### config.mk
export PLATFORM = sky130hd
export DESIGN_NAME = reorder_buffer_flat
export DESIGN_NICKNAME = d
export VERILOG_FILES = /design/src/rtl/reorder_buffer_if.sv /design/src/rtl/reorder_buffer.sv /design/src/flat_wrapper.sv
export SDC_FILE = /design/constraint.sdc
export NUM_CORES = 1
export LEC_CHECK = 0
export CAP_MARGIN = 25
export CORE_ASPECT_RATIO = 1.1
export CORE_UTILIZATION = 40
export DETAILED_ROUTE_END_ITERATION = 6
export PLACE_DENSITY = 0.59
export SYNTH_ARGS = -nofsm -noshare
export SYNTH_HDL_FRONTEND = slang
export SYNTH_SLANG_ARGS = --single-unit
export TNS_END_PERCENT = 5
### constraint.sdc
create_clock -name clk -period 2.7 [get_ports clk]
set_clock_uncertainty 0.15 [all_clocks]
set_input_delay 0.54 -clock clk [delete_from_list [all_inputs] [get_ports clk]]
set_output_delay 0.54 -clock clk [all_outputs]
set_load 0.05 [all_outputs]
### src/rtl/reorder_buffer_if.sv
// Handshake and result bus between dispatch / memory stage / register file
// and the in-order commit buffer.
//
// Valid/ready semantics: an allocation transfers on a rising edge where
// alloc_valid && alloc_ready are both high (and flush is low); alloc_tag is
// the index granted by that transfer. wb_valid and commit_valid have no
// backpressure: they are single-cycle qualifiers for their data fields.
interface reorder_buffer_if #(
    parameter int  DEPTH  = 4,
    parameter int  DATA_W = 8,
    parameter int  REG_W  = 3,
    localparam int TAG_W  = $clog2(DEPTH)
);
    logic              flush;
    logic              alloc_valid;
    logic              alloc_has_dest;
    logic [REG_W-1:0]  alloc_rd;
    logic              alloc_ready;
    logic [TAG_W-1:0]  alloc_tag;
    logic              wb_valid;
    logic [TAG_W-1:0]  wb_tag;
    logic [DATA_W-1:0] wb_data;
    logic              commit_valid;
    logic              rf_we;
    logic [REG_W-1:0]  rf_waddr;
    logic [DATA_W-1:0] rf_wdata;
    logic [TAG_W:0]    count;
    logic              empty;

    // Pipeline side: drives dispatch, writeback and flush.
    modport master (
        output flush, alloc_valid, alloc_has_dest, alloc_rd,
        output wb_valid, wb_tag, wb_data,
        input  alloc_ready, alloc_tag, commit_valid,
        input  rf_we, rf_waddr, rf_wdata, count, empty
    );

    // Buffer side.
    modport slave (
        input  flush, alloc_valid, alloc_has_dest, alloc_rd,
        input  wb_valid, wb_tag, wb_data,
        output alloc_ready, alloc_tag, commit_valid,
        output rf_we, rf_waddr, rf_wdata, count, empty
    );
endinterface

### src/rtl/reorder_buffer.sv
// In-order commit buffer: entries are allocated in program order, completed
// out of order by tagged writebacks, and retired strictly in order at one
// entry per cycle onto the register-file write port.
module reorder_buffer #(
    parameter int  DEPTH  = 4,
    parameter int  DATA_W = 8,
    parameter int  REG_W  = 3,
    localparam int TAG_W  = $clog2(DEPTH)
) (
    input  logic            clk,
    input  logic            rst_n,
    reorder_buffer_if.slave bus
);
    localparam logic [TAG_W:0] FULL_COUNT = (TAG_W+1)'(DEPTH);

    logic [DEPTH-1:0]  valid_q;
    logic [DEPTH-1:0]  done_q;
    logic [DEPTH-1:0]  has_dest_q;
    logic [REG_W-1:0]  rd_q   [DEPTH];
    logic [DATA_W-1:0] data_q [DEPTH];
    logic [TAG_W-1:0]  head_q;
    logic [TAG_W-1:0]  tail_q;
    logic [TAG_W:0]    count_q;

    logic head_ready;
    logic alloc_fire;
    logic commit_fire;
    logic wb_accept;

    // Event decode; flush suppresses every state-changing event this cycle.
    always_comb begin
        head_ready  = valid_q[head_q] && done_q[head_q];
        alloc_fire  = bus.alloc_valid && (count_q != FULL_COUNT) && !bus.flush;
        commit_fire = head_ready && !bus.flush;
        wb_accept   = bus.wb_valid && valid_q[bus.wb_tag] && !done_q[bus.wb_tag]
                      && !bus.flush;
    end

    // Outputs decoded from registered state; payload is zeroed when idle.
    assign bus.alloc_ready  = (count_q != FULL_COUNT);
    assign bus.alloc_tag    = tail_q;
    assign bus.commit_valid = head_ready;
    assign bus.rf_we        = head_ready && has_dest_q[head_q] && !bus.flush;
    assign bus.rf_waddr     = head_ready ? rd_q[head_q]   : '0;
    assign bus.rf_wdata     = head_ready ? data_q[head_q] : '0;
    assign bus.count        = count_q;
    assign bus.empty        = (count_q == '0);

    // Control state: valid/done bits, pointers and occupancy count.
    // Pointers are TAG_W wide, so DEPTH being a power of two gives free wrap.
    always_ff @(posedge clk or negedge rst_n) begin
        if (!rst_n) begin
            valid_q <= '0;
            done_q  <= '0;
            head_q  <= '0;
            tail_q  <= '0;
            count_q <= '0;
        end else if (bus.flush) begin
            valid_q <= '0;
            done_q  <= '0;
            head_q  <= '0;
            tail_q  <= '0;
            count_q <= '0;
        end else begin
            // Indices never collide: the tail entry is invalid whenever an
            // allocate fires, and a done head ignores writebacks.
            if (wb_accept) begin
                done_q[bus.wb_tag] <= 1'b1;
            end
            if (commit_fire) begin
                valid_q[head_q] <= 1'b0;
                head_q          <= head_q + 1'b1;
            end
            if (alloc_fire) begin
                valid_q[tail_q] <= 1'b1;
                done_q[tail_q]  <= 1'b0;
                tail_q          <= tail_q + 1'b1;
            end
            count_q <= count_q + (TAG_W+1)'(alloc_fire) - (TAG_W+1)'(commit_fire);
        end
    end

    // Payload storage: destination info at allocate, result at writeback.
    always_ff @(posedge clk or negedge rst_n) begin
        if (!rst_n) begin
            has_dest_q <= '0;
            for (int i = 0; i < DEPTH; i++) begin
                rd_q[i]   <= '0;
                data_q[i] <= '0;
            end
        end else begin
            if (alloc_fire) begin
                has_dest_q[tail_q] <= bus.alloc_has_dest;
                rd_q[tail_q]       <= bus.alloc_rd;
            end
            if (wb_accept) begin
                data_q[bus.wb_tag] <= bus.wb_data;
            end
        end
    end
endmodule

### src/flat_wrapper.sv
// flat-port wrapper written by rule: the top's interface ports become plain ports
module reorder_buffer_flat 
#(
    parameter int  DEPTH  = 4,
    parameter int  DATA_W = 8,
    parameter int  REG_W  = 3,
    localparam int TAG_W  = $clog2(DEPTH)
)
  (clk, rst_n, bus_flush, bus_alloc_valid, bus_alloc_has_dest, bus_alloc_rd, bus_wb_valid, bus_wb_tag, bus_wb_data, bus_alloc_ready, bus_alloc_tag, bus_commit_valid, bus_rf_we, bus_rf_waddr, bus_rf_wdata, bus_count, bus_empty);
  reorder_buffer_if #(.DEPTH(DEPTH), .DATA_W(DATA_W), .REG_W(REG_W)) bus_i ();
  input  logic clk;
  input  logic rst_n;
  input wire logic [$bits(bus_i.flush)-1:0] bus_flush;
  input wire logic [$bits(bus_i.alloc_valid)-1:0] bus_alloc_valid;
  input wire logic [$bits(bus_i.alloc_has_dest)-1:0] bus_alloc_has_dest;
  input wire logic [$bits(bus_i.alloc_rd)-1:0] bus_alloc_rd;
  input wire logic [$bits(bus_i.wb_valid)-1:0] bus_wb_valid;
  input wire logic [$bits(bus_i.wb_tag)-1:0] bus_wb_tag;
  input wire logic [$bits(bus_i.wb_data)-1:0] bus_wb_data;
  output wire logic [$bits(bus_i.alloc_ready)-1:0] bus_alloc_ready;
  output wire logic [$bits(bus_i.alloc_tag)-1:0] bus_alloc_tag;
  output wire logic [$bits(bus_i.commit_valid)-1:0] bus_commit_valid;
  output wire logic [$bits(bus_i.rf_we)-1:0] bus_rf_we;
  output wire logic [$bits(bus_i.rf_waddr)-1:0] bus_rf_waddr;
  output wire logic [$bits(bus_i.rf_wdata)-1:0] bus_rf_wdata;
  output wire logic [$bits(bus_i.count)-1:0] bus_count;
  output wire logic [$bits(bus_i.empty)-1:0] bus_empty;
  assign bus_i.flush = bus_flush;
  assign bus_i.alloc_valid = bus_alloc_valid;
  assign bus_i.alloc_has_dest = bus_alloc_has_dest;
  assign bus_i.alloc_rd = bus_alloc_rd;
  assign bus_i.wb_valid = bus_wb_valid;
  assign bus_i.wb_tag = bus_wb_tag;
  assign bus_i.wb_data = bus_wb_data;
  assign bus_alloc_ready = bus_i.alloc_ready;
  assign bus_alloc_tag = bus_i.alloc_tag;
  assign bus_commit_valid = bus_i.commit_valid;
  assign bus_rf_we = bus_i.rf_we;
  assign bus_rf_waddr = bus_i.rf_waddr;
  assign bus_rf_wdata = bus_i.rf_wdata;
  assign bus_count = bus_i.count;
  assign bus_empty = bus_i.empty;
  reorder_buffer #(.DEPTH(DEPTH), .DATA_W(DATA_W), .REG_W(REG_W)) u_core (.clk(clk), .rst_n(rst_n), .bus(bus_i));
endmodule
* Word-level counts from Yosys, hierarchy flattened
Index checks and enable logic that the tools add are counted.
** Word-level totals
- Flip-flop bits (word level) :: 63
- Input port bits :: 19
- Output and inout port bits :: 20
- Word-level logic and storage cells :: 102
** Operators by class
- Add/sub/neg operators :: 4
- Magnitude comparators :: 11
- Eq/ne operators :: 1
- Muxes and demuxes :: 44
- Bitwise gates (word level) :: 9
- Reduce and logical (&&, ||, !) cells :: 19
** Operators by type and width (number)
- 32-bit bitwise mux :: 1
- 4-bit two-way mux :: 8
- 8-bit two-way mux :: 4
- 8-bit binary-select mux with 2-bit select :: 1
- 8-bit demux with 2-bit select :: 1
- 3-bit two-way mux :: 5
- 1-bit logical AND :: 14
- 12-bit bitwise mux :: 1
- 1-bit binary-select mux with 2-bit select :: 5
- 3-bit greater-or-equal comparator, second input constant :: 3
- 2-bit by 3-bit less-than comparator with 1-bit output, second input constant :: 3
- 2-bit NOT with 3-bit output :: 3
- 4-bit AND :: 2
- 1-bit two-way mux :: 8
- 2-bit two-way mux :: 4
- 4-bit NOT :: 2
- 4-bit OR :: 2
- 3-bit binary-select mux with 2-bit select :: 1
- 1-bit demux with 2-bit select :: 3
- 3-bit demux with 2-bit select :: 1
- 2-bit by 1-bit greater-or-equal comparator with 1-bit output, second input constant :: 3
- 3-bit by 1-bit less-than comparator with 1-bit output, second input constant :: 2
- 2-bit by 1-bit adder with 2-bit output, second input constant :: 2
- 4-bit bitwise mux :: 1
- other kinds (6) :: 8

* Depth between registers and ports, before layout
Gate-level depths: netlist of run 1.
- Depth in word-level cells :: 11
- Gate-level depth with buffers :: 13

* Worst setup path before layout of run 1
No wires, ideal clock.
- Kind :: register -> output
- Start :: reg u_core.head_q[0]
- End :: out bus_rf_we
- Data arrival time :: 2.281 ns
- Required time :: 2.010 ns
- Slack :: -0.271 ns
- Stages on the path, launching flop included :: 6
- Cells stage by stage :: dfrtp_1 buf_4 buf_6 o211ai_1 nand2_1 nor3b_1
** On the way
- Longest elaborated chain between the ends :: 5
- Elaborated cells on any way between the ends :: 9
- Those cells by class :: mux: 6; reduce/logical: 3
** Ends and longest elaborated chain
- from (decl) :: RTL line reorder_buffer.sv:21 : logic [TAG_W-1:0] head_q;
- from (signal assigned) :: RTL line reorder_buffer.sv:72 : head_q <= head_q + 1'b1;
- 1-bit binary-select mux with 2-bit select :: RTL line reorder_buffer.sv:32 : head_ready = valid_q[head_q] && done_q[head_q];
- 1-bit two-way mux (implied by the code) :: RTL line reorder_buffer.sv:32
- 1-bit logical AND :: RTL line reorder_buffer.sv:32
- 1-bit logical AND (*) (2 in series) :: RTL line reorder_buffer.sv:43 : assign bus.rf_we = head_ready && has_dest_q[head_q] && !bus.flush;
- to (decl) :: RTL line flat_wrapper.sv:23 : output wire logic [$bits(bus_i.rf_we)-1:0] bus_rf_we;
Every way passes the cells marked *; elsewhere a longest branch is shown, timed or not. The select of a mux whose other input is x is not followed.

* Worst setup path after layout of run 1
- Start :: reg u_core.count_q[1], in the netlist u_core.bus.count[1]
- End :: out bus_alloc_ready
** On the way
- Longest elaborated chain between the ends :: 1
** Ends and longest elaborated chain
- from (decl) :: RTL line reorder_buffer.sv:23 : logic [TAG_W:0] count_q;
- from (signal assigned) :: RTL line reorder_buffer.sv:79 : count_q <= count_q + (TAG_W+1)'(alloc_fire) - (TAG_W+1)'(commit_fire);
- 3-bit != test :: RTL line reorder_buffer.sv:40 : assign bus.alloc_ready = (count_q != FULL_COUNT);
- to (decl) :: RTL line flat_wrapper.sv:20 : output wire logic [$bits(bus_i.alloc_ready)-1:0] bus_alloc_ready;
No other way between the ends.

==> results of run 1 <==
through the flow:
stage          cells  hold WS [ps]
3_3_place_gp     371           332
6_report         387          60.6
5_1_grt          387          97.2
4_1_cts          387          76.8
2_1_floorplan    226          94.4
3_5_place_dp     371           339
metal layers:
layer / global-route usage, % / vias to the layer above / wire [um]
met4: 10.0 / 0 / 144
li1: - / 919 / -
met3: 3.76 / 12 / 208
met2: 29.7 / 41 / 3170
met1: 22.5 / 995 / 3040
met5: 0 / - / 0
sequential cells by signal, summed over array words and instances (netlist names):
| name | count |
|---|---|
| u_core.bus.alloc_tag | 2 |
| u_core.has_dest_q | 4 |
| u_core.valid_q | 4 |
| u_core.rd_q | 12 |
| u_core.done_q | 4 |
| u_core.data_q | 32 |
| u_core.head_q | 2 |
| u_core.bus.count | 3 |
critical path: cells and delay by family, from the launching register on:
| kind | cells | cell delay (ps) |
|---|---|---|
| AND/OR/NAND/NOR | 1 | 350 |
| buffers and inverters | 2 | 770 |
| flip-flops | 1 | 450 |
kinds of logic (layout without fill, tap and decap cells):
logic type,Yosys count,count (layout),share of synthesized area [%]
AO/OA/AOI/OAI,16,16,3.49
XOR/XNOR,3,3,0.842
adder cells (fa/ha/maj),11,11,4.65
buffers and inverters,21,77,3.21
flip-flops,63,63,50.5
multiplexers,61,61,27.3
AND/OR/NAND/NOR,51,51,10.0
synthesized netlist by cell type (all sizes together) (2+ instances only):
cell type  instances
a211oi             2
a21oi              6
a221oi             2
a31oi              4
and3              11
buf                6
clkbuf             4
dfrtp             63
ha                10
inv               11
mux2              48
mux4              12
nand2             11
nand3              3
nor2               9
nor2b              6
nor3               3
nor3b              4
o211ai             2
xnor2              2
timing repair:
action / CTS / global route
setup endpoints to repair: 8 / 8
buffers inserted: 0 / 0
gates resized for setup: 1 / 1
worst paths after layout:
kind | slack, ps | cells after the start | endpoint
max | 90 | 3 | bus_alloc_ready
min | 60 | 1 | u_core.data_q[3]
max reg2reg | 350 | 10 | u_core.bus.count[2]
min reg2reg | 360 | 1 | u_core.data_q[6]
max in group asynchronous | 1700 | 2 | u_core.head_q[0]
min in group clk | 360 | 1 | u_core.data_q[6]
report_power, final:
part / total [uW] / internal [uW] / switching, uW
Combinational: 510 / 314 / 196
Sequential: 1250 / 1140 / 105
Clock: 948 / 568 / 380
layout make-up:
cell class              count  area share (%)
flip-flops and latches     63            39.0
multi-input cells         142            35.8
repair buffers             50            15.1
clock buffers              11            3.74
well taps                 105            3.25
clock inverters             5            1.98
inverters                  11            1.02
==> results_dict.tcl, run 1 <==
set metrics [dict create \
    multi_input_area_um2 1450 \
    io_pins 39 \
    vias 1967 \
    arrival_ps 1920 \
    cp_cell_sequence "nor3b_2 -> inv_1 -> clkdlybuf4s50_1" \
    p_leak_uw 0.00185 \
    drc 0 \
    regArea_um2 1580 \
    clock_sinks 63 \
    root_buffer "clkbuf_8" \
    placed_area_um2 3810 \
    synthArstFlopShare_pct 100 \
    avgSynthCellArea_um2 13.8 \
    power_uw 2700 \
    final_cell_mix "dfrtp_1, mux2_2, clkdlybuf4s50_1" \
    synth_area_leaders "dfrtp_1, mux2_2, mux4_2" \
    cp.required_ps 2010 \
    post_drt_wl_per_cell_um 17.0 \
    dpl.hpwl_mm 4.54 \
    die_h_um 94.6 \
    drive_above_1_share_pct 39.0 \
    ys_types 35 \
    grt-ovfl-total 0 \
    setup_slack_ps 85.7 \
    final_area_um2 4040 \
    cts_hold_buf 0 \
    worstSetupPathType "flop to output port" \
    routabilityCongestion 0.797 \
    die_w_um 86.2 \
    vias_per_cell 5.08 \
    cp_slowest_cell "clkdlybuf4s50_1" \
    start_util_pct 41.5 \
    core-area_um2 7510 \
    hold_class "input port to asynchronous set/reset pin" \
    grt_usage_pct 18.2 \
    fillCellCount 666 \
    finalHoldViolCount 0 \
    syn_to_final_growth_pct 29.6 \
    die_area_um2 8160 \
    fmax_mhz 383 \
    vdd_drop_max_v 0.000394 \
    status "completed" \
    cts_tree "done" \
    grt_pass1_wl_mm 10.8 \
    pre_cts_ws_ps 159 \
    cts.clk_slew.worst_paths_ps 70 \
    period_minus_slack_ps 2610 \
    clk_latency_ps 350 \
    post-route-period-util_pct 96.8 \
    mostFrequentLayoutCell "dfrtp_1" \
    io_buffers 38 \
    synth_area_um2 3120 \
    crit_fanout 5 \
    maxCapViolations 0 \
    ant_nets 0 \
    syn_nets 256 \
    synth-edff-count 0 \
    antenna_cells 0 \
    r2r_start "u_core.head_q[0]" \
    rows 33 \
    slowest_delay_ps 700 \
    antenna_found_initial 0 \
    finalWirelength_mm 6.56 \
    worstSetupStartpoint "u_core.bus.count[1]" \
    start_kind "flop" \
    yosys_most_used_dff "dfrtp_1" \
    synth_top_area_share_pct 50.5 \
    p_per_area_nw_per_um2 669 \
    htreeDepth 3 \
    worstMarginPinSlew_ps 634 \
    yosysSeqAreaShare_pct 50.5 \
    synth_top_area_cell "dfrtp_1" \
    drtIter0Drc 126 \
    final_util_pct 53.8 \
    relSlewSlack_pct 57.7 \
    clk_path_buf_depth 2 \
    slew_viol_final 0 \
    rsz0062_at_grt "no" \
    cts_made_buffers 9 \
    tns_ps 0 \
    grt_max_degree 39 \
    finalSetupViolations 0 \
    grt_pass1_vias 2179 \
    fin_nets 307 \
    endpoint_kind "output port" \
    drtPass1Iterations 4 \
    syn_inst 226 \
    ys_warn_count 0 \
    synth-seq-cells 63 \
]
(Power assumes the default switching activity.)
==> inputs of run 2 (changes only) <==
--- a/config.mk
+++ b/config.mk
@@ -7,10 +7,9 @@
 export LEC_CHECK = 0
 export CAP_MARGIN = 25
 export CORE_ASPECT_RATIO = 1.1
-export CORE_UTILIZATION = 40
+export CORE_UTILIZATION = 55
 export DETAILED_ROUTE_END_ITERATION = 6
-export PLACE_DENSITY = 0.59
+export PLACE_DENSITY = 0.77
 export SYNTH_ARGS = -nofsm -noshare
 export SYNTH_HDL_FRONTEND = slang
 export SYNTH_SLANG_ARGS = --single-unit
-export TNS_END_PERCENT = 5
==> run 2 against run 1 <==
Count of clock-buffer cells in the layout is 2 higher. Largest cell class unchanged. Combinational power is 1% higher. Highest routed layer unchanged. Worst hold slack better by 25 ps. Critical endpoint is now bus_rf_waddr[2]. Setup slack worse by 6.1 ps. Routed wire length is 1.4% lower. Clock power is 2.5% lower. Critical path depth is 1 higher. Via count is 3.9% higher. Power is 0.31% lower. Cell area is 0.90% lower. Non-clock buffer count is 1 higher.
==> results_dict.tcl, run 2 (same netlist as run 1, synthesis figures left out) <==
set metrics [dict create \
    endpoint_kind "output port" \
    finalWirelength_mm 6.47 \
    vias 2044 \
    largest_reg_flops 32 \
    power_uw 2700 \
    period_minus_slack_ps 2620 \
    slew_viol_final 0 \
    fin_nets 308 \
    cp_cell_sequence "buf_6 -> mux4_2 -> and3_1 -> buf_12" \
    met2WireLength_mm 3.35 \
    grt_usage_pct 24.5 \
    tns_ps 0 \
    rsz0062_at_grt "no" \
    highest_layer "met4" \
    die_area_um2 5980 \
    syn_to_final_growth_pct 28.4 \
    start_util_pct 57.5 \
    io_pins 39 \
    io_buffers 38 \
    dpl.hpwl_mm 4.46 \
    final_cell_mix "dfrtp_1, mux2_2, clkdlybuf4s50_1" \
    hold_class "input port to asynchronous set/reset pin" \
    worst-r2r-cell-count 11 \
    wl_met1_mm 2.79 \
    grt_pass1_vias 2131 \
    arrival_ps 1930 \
    drc 0 \
    die_h_um 81 \
    cts_tree "done" \
    wl_met3_um 249 \
    crit_fanout 11 \
    cp.required_ps 2010 \
    finalHoldViolCount 0 \
    root_buffer "clkbuf_8" \
    clk_latency_ps 340 \
    cts_made_buffers 9 \
    drtIter0Drc 99 \
    finalSetupViolations 0 \
    worstMarginPinSlew_ps 684 \
    vias_per_cell 5.71 \
    post_drt_wl_per_cell_um 18.1 \
    p_per_area_nw_per_um2 673 \
    slowest_delay_ps 520 \
    clk_path_buf_depth 2 \
    start_kind "flop" \
    core-area_um2 5430 \
    worstSetupPathType "flop to output port" \
    ant_nets 0 \
    fmax_mhz 382 \
    grt_pass1_wl_mm 10.6 \
    die_w_um 73.8 \
    grt-ovfl-total 0 \
    clock_sinks 63 \
    post-route-period-util_pct 97.1 \
    grt_max_degree 35 \
    rows 28 \
    cts.clk_slew.worst_paths_ps 70 \
    antenna_found_initial 0 \
    final_util_pct 73.8 \
    p_leak_uw 0.00186 \
    htreeDepth 3 \
    cp_slowest_cell "mux4_2" \
    mostFrequentLayoutCell "dfrtp_1" \
    drive_above_1_share_pct 38.2 \
    status "completed" \
    holdWs_ps 85.1 \
    top_register "u_core.data_q" \
    maxCapViolations 0 \
    drtPass1Iterations 4 \
    largestRegisters "u_core.data_q (32), u_core.rd_q (12)" \
    vdd_drop_max_v 0.000429 \
    cts_hold_buf 0 \
    antenna_cells 0 \
    routabilityCongestion 0.852 \
    relSlewSlack_pct 54.4 \
]
-- run 2: timing repair --
item / 4_1_cts / 5_1_grt
setup endpoints to repair: 0 / 7
buffers inserted: 0 / 0
gates resized for setup: 0 / 2
-- run 2: area by class of cell --
cell class / count / area (um2)
clock buffer: 13 / 159
clock inverter: 3 / 65.1
fill: 374 / 1420
inverter: 11 / 41.3
multi-input combinational: 142 / 1450
sequential: 63 / 1580
tap: 75 / 93.8
timing repair buffer: 51 / 622
-- run 2: report_power, final --
group	total (uW)	internal [uW]	switching (uW)	leakage, uW
clock network	924	570	354	0.000114
registers	1250	1140	113	0.000837
logic	517	314	203	0.000911
-- run 2: critical path, delay by kind of cell, from the launching register on --
kind                   cells  cell delay (ps)
muxes                      1              520
buffers and inverters      2              380
DFF                        1              450
and+or+nand+nor            1              240
-- run 2: path summary, 6_finish.rpt --
kind / startpoint / end / slack, ps
worst max-delay path: u_core.head_q[0] / bus_rf_waddr[2] / 80
worst min-delay path: rst_n / u_core.data_q[12] / 90
worst max register to register: u_core.head_q[0] / u_core.bus.count[2] / 380
worst min register to register: u_core.data_q[0] / u_core.data_q[0] / 350
max in group asynchronous: rst_n / u_core.valid_q[3] / 1690
min in group clk: u_core.data_q[0] / u_core.data_q[0] / 350
-- run 2: metrics by stage --
stage / cells / setup WS, ps / instance area (um2)
3_5_place_dp: 342 / 194 / 3780
2_1_floorplan: 226 / 188 / 3130
4_1_cts: 358 / 31.8 / 4000
5_1_grt: 358 / 21.1 / 4010
6_report: 358 / 79.6 / 4010
3_3_place_gp: 342 / 208 / 3780
-- run 2: routing by layer --
layer  GRT usage [%]  up-vias
met5               0        -
met4            8.08        0
met3            5.21       10
met2            40.3       46
met1            32.6     1065
li1                -      923
==> inputs of run 3 (changes only) <==
--- a/config.mk
+++ b/config.mk
@@ -6,10 +6,12 @@
 export NUM_CORES = 1
 export LEC_CHECK = 0
 export CAP_MARGIN = 25
+export CELL_PAD_IN_SITES_DETAIL_PLACEMENT = 0
+export CELL_PAD_IN_SITES_GLOBAL_PLACEMENT = 2
 export CORE_ASPECT_RATIO = 1.1
-export CORE_UTILIZATION = 55
+export CORE_UTILIZATION = 36
 export DETAILED_ROUTE_END_ITERATION = 6
-export PLACE_DENSITY = 0.77
+export PLACE_DENSITY = 0.73
 export SYNTH_ARGS = -nofsm -noshare
 export SYNTH_HDL_FRONTEND = slang
 export SYNTH_SLANG_ARGS = --single-unit
==> run 3 against run 2 <==
Non-clock buffer count shrank 1. Flip-flop and latch count unchanged. Cell area grew 0.34%. Critical path type unchanged.
==> results_dict.tcl, run 3 (same netlist as run 1, synthesis figures left out) <==
set metrics [dict create \
    rows 35 \
    cp.required_ps 2010 \
    crit_fanout 6 \
    fmax_mhz 388 \
    arrival_ps 1890 \
    core-area_um2 8410 \
    finalHoldViolCount 0 \
    grt_usage_pct 16.0 \
    die_w_um 90.8 \
    vias_per_cell 4.93 \
    slew_viol_final 0 \
    largest_reg_flops 32 \
    grt_max_degree 40 \
    drtPass1Iterations 4 \
    relSlewSlack_pct 60.6 \
    post-route-period-util_pct 95.4 \
    antenna_cells 0 \
    fin_nets 307 \
    worstMarginPinSlew_ps 591 \
    final_cell_mix "dfrtp_1, mux2_2, clkdlybuf4s50_1" \
    clk_latency_ps 330 \
    io_buffers 38 \
    antenna_found_initial 0 \
    mostFrequentLayoutCell "dfrtp_1" \
    tns_ps 0 \
    hold_class "input port to asynchronous set/reset pin" \
    io_pins 39 \
    post_cts_buffers 0 \
    top_register "u_core.data_q" \
    grt_pass1_vias 2022 \
    vias 1931 \
    worstSetupPathType "flop to output port" \
    drive_above_1_share_pct 38.1 \
    p_leak_uw 0.00184 \
    grt-ovfl-total 0 \
    endpoint_kind "output port" \
    holdWs_ps 54.2 \
    grt_pass1_wl_mm 11.1 \
    maxCapViolations 0 \
    clk_path_buf_depth 2 \
    cp_slowest_cell "mux4_2" \
    cts_tree "done" \
    die_area_um2 9040 \
    p_per_area_nw_per_um2 634 \
    htreeDepth 3 \
    period_minus_slack_ps 2580 \
    ant_nets 0 \
    cts_hold_buf 0 \
    status "completed" \
    cts.clk_slew.worst_paths_ps 70 \
    syn_to_final_growth_pct 28.8 \
    largestRegisters "u_core.data_q (32), u_core.rd_q (12)" \
    slowest_delay_ps 500 \
    cp_cell_sequence "buf_4 -> mux4_2 -> and3_1 -> buf_12" \
    post_drt_wl_per_cell_um 16.7 \
    finalSetupViolations 0 \
    dpl.hpwl_mm 4.53 \
    routabilityCongestion 0.734 \
    drtIter0Drc 80 \
    die_h_um 99.6 \
    finalWirelength_mm 6.54 \
    start_kind "flop" \
    clock_sinks 63 \
    root_buffer "clkbuf_8" \
    drc 0 \
    start_util_pct 37.1 \
    rsz0062_at_grt "no" \
    vdd_drop_max_v 0.000303 \
    cts_made_buffers 9 \
]
-- run 3: cell types whose count changed in the layout (fill, tap and decap cells not counted), sizes merged --
cell      before  now
buf           27   26
bufinv         2    1
clkbuf        13   10
clkinv         1    3
clkinvlp       0    1
-- run 3: layer usage --
layer  vias up  global-route usage [%]  wire (um)
met1       980                    22.8       3040
met4         0                    4.03         68
met2        28                    25.1       3210
li1        917                       -          -
met3         6                    3.13        215
met5         -                       0          0
-- run 3: area by class of cell --
class	count	area, um2
clock buffer	10	128
clock inverter	5	60.1
fill	761	4390
inverter	11	41.3
multi-input combinational	142	1450
sequential	63	1580
tap	111	139
timing repair buffer	50	627
-- run 3: worst max-delay path, delay by kind of cell, from the launching register on --
| family | cells | cell delay, ps |
|---|---|---|
| mux | 1 | 500 |
| flops | 1 | 450 |
| buf+inv | 2 | 380 |
| simple gates | 1 | 230 |
-- run 3: worst paths after layout --
check / end / from / cells past startpoint / slack (ps)
min in group clk: u_core.data_q[10] / u_core.data_q[10] / 1 / 350
worst max register to register: u_core.bus.count[2] / u_core.head_q[0] / 11 / 360
worst min register to register: u_core.data_q[10] / u_core.data_q[10] / 1 / 350
worst min-delay path: u_core.bus.alloc_tag[0] / rst_n / 1 / 50
max in group asynchronous: u_core.data_q[18] / rst_n / 2 / 1720
worst max-delay path: bus_rf_wdata[2] / u_core.head_q[0] / 4 / 120
-- run 3: stage by stage --
stage / std cells / power [uW] / util (%) / area [um2] / worst slack (ps)
after global routing: 392 / 2690 / 47.8 / 4020 / 12.3
after CTS: 392 / 2580 / 47.7 / 4010 / 45.6
final: 392 / 2550 / 47.8 / 4020 / 123
after global placement: 377 / 1770 / 45.5 / 3830 / 195
after detailed placement: 377 / 1780 / 45.5 / 3830 / 129
after floorplan: 226 / 1610 / - / 3130 / 188
-- run 3: where the power goes --
part           total [uW]  leakage, uW  switching, uW  internal [uW]
registers            1250     0.000837            104           1140
logic                 511     0.000909            196            315
clock network         792    0.0000923            369            423
total                2550      0.00184            669           1880
-- run 3: repair_timing --
item	CTS	global route
setup endpoints to repair	0	5
hold endpoints to repair	0	0
gates resized for setup	0	2
==> variant (config.mk and constraints of run 3) <==
`REG_W` is set to 3 in 3 places; all go to 6.
--- a/src/rtl/reorder_buffer_if.sv
+++ b/src/rtl/reorder_buffer_if.sv
@@ -8,7 +8,7 @@
 interface reorder_buffer_if #(
     parameter int  DEPTH  = 4,
     parameter int  DATA_W = 8,
-    parameter int  REG_W  = 3,
+    parameter int  REG_W  = 6,
     localparam int TAG_W  = $clog2(DEPTH)
 );
     logic              flush;
--- a/src/rtl/reorder_buffer.sv
+++ b/src/rtl/reorder_buffer.sv
@@ -4,7 +4,7 @@
 module reorder_buffer #(
     parameter int  DEPTH  = 4,
     parameter int  DATA_W = 8,
-    parameter int  REG_W  = 3,
+    parameter int  REG_W  = 6,
     localparam int TAG_W  = $clog2(DEPTH)
 ) (
     input  logic            clk,
--- a/src/flat_wrapper.sv
+++ b/src/flat_wrapper.sv
@@ -3,7 +3,7 @@
 #(
     parameter int  DEPTH  = 4,
     parameter int  DATA_W = 8,
-    parameter int  REG_W  = 3,
+    parameter int  REG_W  = 6,
     localparam int TAG_W  = $clog2(DEPTH)
 )
   (clk, rst_n, bus_flush, bus_alloc_valid, bus_alloc_has_dest, bus_alloc_rd, bus_wb_valid, bus_wb_tag, bus_wb_data, bus_alloc_ready, bus_alloc_tag, bus_commit_valid, bus_rf_we, bus_rf_waddr, bus_rf_wdata, bus_count, bus_empty);
Interface: changed (resized bus_alloc_rd and bus_rf_waddr); port bits go from 39 to 45. No check against the original RTL was run, so the function may have changed too.
==> variant against run 3 <==
Highest routed layer unchanged. Count of clock-buffer cells in the layout up 1. Sequential cell count up 12. Design area up 17%. Wire length up 20%. The flow now finishes with violations (DRC). Maximum frequency down 0.26%. Synthesized area up 17%. Sequential share of layout area up 0.76 points. Critical path depth unchanged. Clock power up 17%. Worst setup slack worse by 0.0068 ns. Largest cell class unchanged. Total power up 21%. Synthesized cell count up 14%. Critical path type unchanged.
==> variant: results (changes against run 3) <==
| Metric | Value |
|---|---|
| Status | `finished, violations left` |
| Failing checks | `DRC` |
| DPL Wire Length | `5.302 mm (+17%)` |
| Switching share of power | `25.23% (-1.0 points)` |
| Metal-1 WL | `3.634 mm (+19%)` |
| Slew @ Worst Pin | `0.5016 ns (-0.08945 ns)` |
| Layout Cells excl Fill | `442 (+13%)` |
| Mapped Nets | `291 (+14%)` |
| Pre-Repair DR Iteration Count | `7 (+3)` |
| # port buffers | `44 (+16%)` |
| Global-route wire length before repair | `12.99 mm (+17%)` |
| Largest net degree at the start of global routing | `57 (+43%)` |
| Layout net count | `350 (+14%)` |
| Top cells by count, synth | `dfrtp_1, mux2_2, mux4_2` |
| Distinct cells, synth | `33 (-5.7%)` |
| VDD IR max | `289.2 uV (-4.7%)` |
| Synth top area cells | `dfrtp_1, mux2_2, mux4_2` |
| Post-route DRC | `4 (+4)` |
| Total global-route track usage | `16.47% (+0.49 points)` |
| Vias in the first global route | `2,431 (+20%)` |
| DR vias | `2,285 (+18%)` |
| DR WL met3 | `238 um (+11%)` |
| Initial DRC count | `90 (+13%)` |
| CP max FO | `17 (+11)` |
| Num CTS Buffers | `9 (unchanged)` |
| Worst-path clk slew | `0.08 ns` |
| Pleak | `2.145 nW (+17%)` |
| Cells after DPL | `423 (+12%)` |
| Sequential share of the synthesized area | `51.60% (+1.1 points)` |
| Routed wl met2 | `3.877 mm (+21%)` |
| CTS root buffer | `clkbuf_8` |
| Proportion of layout cells with a drive suffix above 1 | `40.99% (+2.9 points)` |
| Initial antenna violation count | `0 (unchanged)` |
| Final Wtd Congestion | `0.7156 (-2.5%)` |
| Post-Route WL | `7.843 mm (+20%)` |
| Syn avg cell area | `14.10 um^2 (+2.1%)` |
| Biggest regs | `u_core.data_q (32), u_core.rd_q (24)` |
## variant: layout make-up
cell class,count,area (um^2)
fillers,895,5144
flip-flops and latches,75,1878
multi-input cells,160,1664
repair buffers,60,755.7
well taps,120,150.1
clock buffers,11,131.4
clock inverters,5,77.57
inverters,11,41.29
## variant: worst paths after layout
path                                               from                             to  slack, ns
max in group asynchronous                         rst_n   u_core.head_q[0]$_DFFE_PN0P_       1.71
min                                               rst_n  u_core.data_q[18]$_DFFE_PN0P_      0.004
max reg2reg                u_core.head_q[0]$_DFFE_PN0P_  u_core.bus.count[2]$_DFF_PN0_       0.33
min reg2reg                 u_core.rd_q[18]$_DFFE_PN0P_    u_core.rd_q[18]$_DFFE_PN0P_       0.35
min in group clk            u_core.rd_q[18]$_DFFE_PN0P_    u_core.rd_q[18]$_DFFE_PN0P_       0.35
max                        u_core.head_q[0]$_DFFE_PN0P_                bus_rf_waddr[2]       0.12
## variant: power groups by stage
stage / combinational (W) / sequential [W] / clock (W)
2_1_floorplan: 0.000451 / 0.00153 / 0
3_3_place_gp: 0.000629 / 0.00154 / 0
3_5_place_dp: 0.000643 / 0.00156 / 0
4_1_cts: 0.000644 / 0.00154 / 0.000956
5_1_grt: 0.000691 / 0.00157 / 0.000990
6_report: 0.000632 / 0.00153 / 0.000924
## variant: cell families after synthesis
logic type	after synthesis	synth area share [%]
fa+ha+maj	11	3.990
buf+inv	23	2.786
compound gates	16	2.992
mux	76	28.96
simple gates	54	8.944
flops	75	51.60
xor+xnor	3	0.7225
## variant: routing by layer
metal / track usage, % / up-vias
met5: 0 / -
met4: 5.519 / 0
met3: 3.377 / 10
met2: 27.82 / 37
met1: 21.11 / 1182
li1: - / 1056
## variant: repair_timing
action,CTS,global route
setup buffers,0,3
resized for setup,1,1
pin swaps,0,0
setup endpoints to repair,13,8
cloned,0,0
## variant: per-stage QoR
stage | worst slack, ns | util (%) | area, um^2
floorplan | 0.1830 | - | 3642
global placement | 0.1998 | 45.35 | 4463
detailed placement | 0.1850 | 45.35 | 4463
CTS | 0.02442 | 47.48 | 4673
global route | 0.03484 | 47.74 | 4698
finish | 0.1164 | 47.74 | 4698
## variant: critical path, cell delays in order, from the launching register on
cell	delay, ns
dfrtp_2	0.43
buf_12	0.20
mux4_2	0.51
and3_1	0.24
buf_12	0.16
